## src/rtl/counter7_pkg.sv

```systemverilog
// Shared constants and types for the mod-7 counter positioner.
// Positions, state encoding and step direction codes.
package counter7_pkg;

    localparam int MOD    = 7;
    localparam int W      = 3;
    localparam int THRESH = 3;

    typedef enum logic [1:0] {
        IDLE = 2'd0,
        MOVE = 2'd1,
        DONE = 2'd2
    } state_e;

    localparam logic DIR_UP = 1'b0;
    localparam logic DIR_DN = 1'b1;

endpackage

```

## src/rtl/mod_wrap_step.sv

```systemverilog
// One-position move on a modulo-MOD ring.
// Wraps MOD-1 -> 0 going up and 0 -> MOD-1 going down.
module mod_wrap_step
    import counter7_pkg::*;
#(
    parameter int MOD = counter7_pkg::MOD,
    parameter int W   = counter7_pkg::W
) (
    input  logic [W-1:0] pos_i,
    input  logic         dir_i,
    output logic [W-1:0] nxt_o
);

    localparam logic [W-1:0] TOP = W'(MOD - 1);
    localparam logic [W-1:0] ONE = W'(1);

    always_comb begin
        nxt_o = pos_i;
        if (dir_i == DIR_DN) begin
            nxt_o = (pos_i == '0) ? TOP : (pos_i - ONE);
        end else begin
            nxt_o = (pos_i >= TOP) ? '0 : (pos_i + ONE);
        end
    end

endmodule

```

## src/rtl/counter7_positioner.sv

```systemverilog
// Drives a mod-7 up/down counter to a target along the shortest ring path,
// tracking a shadow copy of the counter position and its threshold output.
module counter7_positioner
    import counter7_pkg::*;
#(
    parameter int MOD    = counter7_pkg::MOD,
    parameter int W      = counter7_pkg::W,
    parameter int THRESH = counter7_pkg::THRESH
) (
    input  logic         clk,
    input  logic         rst,
    input  logic         start,
    input  logic [W-1:0] target,
    output logic         busy,
    output logic         step,
    output logic         x,
    output logic [W-1:0] pos,
    output logic         y,
    output logic         done,
    output logic         err
);

    localparam logic [W:0]   MODX = (W + 1)'(MOD);
    localparam logic [W-1:0] MODW = W'(MOD);
    localparam logic [W-1:0] HALF = W'(MOD / 2);
    localparam logic [W-1:0] THR  = W'(THRESH);
    localparam logic [W-1:0] ONE  = W'(1);

    state_e       state_q, state_d;
    logic [W-1:0] pos_q, pos_d;
    logic [W-1:0] rem_q, rem_d;
    logic         dir_q, dir_d;
    logic         err_q, err_d;

    logic [W:0]   diff;
    logic [W-1:0] up;
    logic [W-1:0] rem_new;
    logic         dir_new;
    logic         tgt_bad;
    logic [W-1:0] pos_step;

    mod_wrap_step #(
        .MOD (MOD),
        .W   (W)
    ) u_step (
        .pos_i (pos_q),
        .dir_i (dir_q),
        .nxt_o (pos_step)
    );

    // Shortest path: the wider subtraction exposes the borrow, then fold back.
    always_comb begin
        tgt_bad = ({1'b0, target} >= MODX);
        diff    = {1'b0, target} - {1'b0, pos_q};
        if (diff[W]) begin
            diff = diff + MODX;
        end
        up = diff[W-1:0];
        if (up <= HALF) begin
            dir_new = DIR_UP;
            rem_new = up;
        end else begin
            dir_new = DIR_DN;
            rem_new = MODW - up;
        end
    end

    always_comb begin
        state_d = state_q;
        pos_d   = pos_q;
        rem_d   = rem_q;
        dir_d   = dir_q;
        err_d   = 1'b0;
        unique case (state_q)
            IDLE: begin
                if (start) begin
                    if (tgt_bad) begin
                        err_d = 1'b1;
                    end else if (rem_new == '0) begin
                        state_d = DONE;
                    end else begin
                        dir_d   = dir_new;
                        rem_d   = rem_new;
                        state_d = MOVE;
                    end
                end
            end
            MOVE: begin
                pos_d = pos_step;
                rem_d = rem_q - ONE;
                if (rem_q == ONE) begin
                    state_d = DONE;
                end
            end
            DONE: begin
                state_d = IDLE;
            end
            default: begin
                state_d = IDLE;
            end
        endcase
    end

    always_ff @(posedge clk) begin
        if (rst) begin
            state_q <= IDLE;
            pos_q   <= '0;
            rem_q   <= '0;
            dir_q   <= DIR_UP;
            err_q   <= 1'b0;
        end else begin
            state_q <= state_d;
            pos_q   <= pos_d;
            rem_q   <= rem_d;
            dir_q   <= dir_d;
            err_q   <= err_d;
        end
    end

    assign busy = (state_q != IDLE);
    assign step = (state_q == MOVE);
    assign done = (state_q == DONE);
    assign x    = dir_q;
    assign pos  = pos_q;
    assign y    = (pos_q >= THR);
    assign err  = err_q;

endmodule

```

## config.mk

```make
export PLATFORM = sky130hd
export DESIGN_NAME = counter7_positioner
export DESIGN_NICKNAME = d
export VERILOG_FILES = /design/src/rtl/counter7_pkg.sv /design/src/rtl/mod_wrap_step.sv /design/src/rtl/counter7_positioner.sv
export SDC_FILE = /design/constraint.sdc
export NUM_CORES = 1
export LEC_CHECK = 0
export CAP_MARGIN = 20
export CORE_AREA = 2 2 42 63
export DETAILED_ROUTE_END_ITERATION = 10
export DIE_AREA = 0 0 44 65
export DONT_BUFFER_PORTS = 1
export PLACE_DENSITY_LB_ADDON = 0.05
export REMOVE_ABC_BUFFERS = 1
export SLEW_MARGIN = 5
export SYNTH_ARGS = -nofsm -noshare
export SYNTH_HDL_FRONTEND = slang
export SYNTH_SLANG_ARGS = --single-unit
export TNS_END_PERCENT = 50
```

## constraint.sdc

```tcl
create_clock -name clk -period 4.9 [get_ports clk]
set_input_delay 0.245 -clock clk [delete_from_list [all_inputs] [get_ports clk]]
set_output_delay 0.245 -clock clk [all_outputs]
set_load 0.01 [all_outputs]
```

==> metrics.csv <==
stage,metric,value,unit
run_status,status,"finished, final reports clean",
worst_setup_path,crit_required,5.06,ns
flow_run,drv_cap,0,
die,start_util,0.394,
power,seqPwrFrac,0.219,
clock_network,cts_sinks,10,
global_route,grt_pass1_vias,828,
routing,ant_nets,0,
placement,post-place-ws,1.95,ns
clock_network,clk_pin_slew,0.07,ns
worst_setup_path,crit_path_start_kind,flop,
worst_setup_path,critPathMaxFanout,7,
timing,worst_slew_pin_slew,0.440,ns
clock_network,cts_post_setup_buffers_inserted,0,
synthesis,synthCells,113,
routing,post_drt_wl_per_cell,16.0,um
synthesis,syn_area,933,um^2
die,dieArea,0.00286,mm^2
finish,nNetsFinal,132,
clock_network,numCtsBuffers,3,
finish,layout_common_cells,"inv_1, a21oi_1, ha_1, dfxtp_1, nor2_1",
die,fp.dieW,44,um
timing,report.final.setup_viol,0,
synthesis,yosys_warnings,0,
power,switchingPower,359,uW
die,coreArea,0.00237,mm^2
finish,layout-drive-gt1-share,0.115,
finish,fillCellCount,252,
routing,first_iter_violations,18,
timing,period_share,0.601,
finish,antenna_cells,0,
timing,layout_min_cycle_time,2.95,ns
routing,route.vias.total,824,
global_route,grt_start_max_net_pins,12,
clock_network,clock_latency,0.26,ns
global_route,grt_pass1_wl,3710,um
synthesis,synth_seq_cells,10,
timing,finalMaxSlewViolations,0,
min_path,min_path_type,input pin to flop,
worst_setup_path,end_kind,flop,
worst_setup_path,crit_chain,ha_1 > inv_1 > fa_1 > inv_1 > ha_1 > xnor3_1 > mux2i_2 > nand3_1 > a31o_1 > o21a_1,
power,swShare,0.489,
die,ios,15,
timing,whs,0.0440,ns
synthesis,ys_seq_area_frac,0.214,
global_route,gr-total-overflow,0,
synthesis,synth-async-reset-ratio,0,
power,p_comb_frac,0.705,
global_route,antenna_found_initial,0,
clock_network,cts_tree,yes,
synthesis,synth_cell_types,43,
placement,portBuffers,0,
worst_setup_path,arrival,3.10,ns
routing,route.detailed.drc,0,
die,die_h,65,um
power,p_per_area,756,mW/mm^2
synthesis,syn_area_per_cell,8.26,um^2
timing,fmax,339,MHz
placement,gp_congestion,0.779,
power,intPower,375,uW
synthesis,synth_edf_count,0,
timing,hold_violations,0,
timing,relSlewSlack,0.707,
worst_setup_path,cpMaxStageDelayCell,fa_1,
clock_network,cts.htree.levels,1,
synthesis,ys.flop_type,dfxtp_1,
clock_network,cts_root_buf,clkbuf_4,
finish,area_growth,3.89,%
routing,drtPass1Iterations,4,
finish,final_common_cell,inv_1,
timing,setup_tns,0,ns
power,peakVddDrop,0.309,mV
clock_network,hold_buffers,0,
routing,routed_wl,2190,um
worst_setup_path,slowest_delay,0.55,ns
clock_network,clock_path_buffers,2,
timing,rsz0062_at_grt,no,
timing,finalClockSkew,0.00436,ns
worst_setup_path,crit_type,flop to flop,
global_route,grt.total_usage,0.175,
die,num_rows,22,
clock_network,ctsResizeCount,0,
power,p_leak,0.000409,uW
placement,dpl.hpwl,1740,um
power,clockPowerShare,0.076,
routing,routed_via_density,6.01,
timing,finalWorstSetupSlack,1.95,ns
==> synth_stat cells (all sizes together) (2+ instances only) <==
library cell / instances / share of area
nand2: 5 / 0.020
ha: 10 / 0.13
and2b: 4 / 0.035
nor2: 8 / 0.032
dfxtp: 10 / 0.21
o21ai: 5 / 0.027
nor4b: 2 / 0.025
a21oi: 10 / 0.054
a32oi: 2 / 0.019
buf: 2 / 0.013
mux2i: 3 / 0.040
nand4: 2 / 0.013
o31ai: 3 / 0.024
nand3b: 3 / 0.024
or3: 2 / 0.013
nand2b: 2 / 0.013
inv: 12 / 0.048
nand3: 5 / 0.027
xor2: 2 / 0.019
a211oi: 2 / 0.016
==> cell type report <==
| cell class | count | area [um^2] | area share |
|---|---|---|---|
| Multi-Input combinational cell | 88 | 672 | 0.693 |
| Clock buffer | 3 | 22.5 | 0.0232 |
| Tap cell | 24 | 30.0 | 0.0310 |
| Inverter | 12 | 45.0 | 0.0465 |
| Sequential cell | 10 | 200 | 0.206 |
==> path summary, 6_finish.rpt <==
path                 start  endpoint  slack, ns  depth (start not counted)
setup / recovery    pos[0]  rem_q[1]       1.95                         10
hold / removal         rst  rem_q[0]       0.04                          1
setup reg to reg    pos[0]  rem_q[1]       1.95                         10
hold reg to reg   rem_q[0]  rem_q[0]       0.49                          2
==> critical path: cells and delay by family, from the launching register on <==
kind            cells  cell delay (ns)
simple gates        1             0.19
flops               1             0.47
mux                 1             0.23
fa+ha+maj           3             1.05
compound gates      2             0.41
xor+xnor            1             0.39
buf+inv             2             0.11
==> registers in the layout, summed over array words and instances, names as in the netlist <==
register / flops
rem_q: 3
pos: 3
err: 1
state_q: 2
x: 1
==> stage by stage <==
step,utilization,total power [uW],area [um^2],std cells
2_1_floorplan,-,580,917,110
3_3_place_gp,0.400,677,947,134
3_5_place_dp,0.400,679,947,134
4_1_cts,0.410,740,970,137
5_1_grt,0.410,811,970,137
6_report,0.410,733,970,137
==> power by group through the flow <==
stage | sequential [uW] | combinational, uW | clock [uW]
2_1_floorplan | 151 | 429 | 0
3_3_place_gp | 163 | 515 | 0
3_5_place_dp | 163 | 516 | 0
4_1_cts | 161 | 520 | 59.3
5_1_grt | 167 | 583 | 60.7
6_report | 161 | 517 | 55.7
==> routing by layer <==
layer	part of all wire	wire length, um	up-vias	GRT usage
met3	0.044	96	4	0.0251
li1	-	-	411	-
met2	0.55	1190	17	0.327
met1	0.40	865	392	0.181
met4	0.014	31	0	0.0833
met5	0	0	-	0
==> cells by family after synthesis <==
| family | synth area share |
|---|---|
| muxes | 0.0523 |
| DFF | 0.214 |
| AOI/OAI and AO/OA | 0.192 |
| buffers and inverters | 0.0657 |
| adders and majority gates | 0.155 |
| and+or+nand+nor | 0.268 |
| xor gates and xnor gates | 0.0523 |
Power figures use the tool's default switching activity.
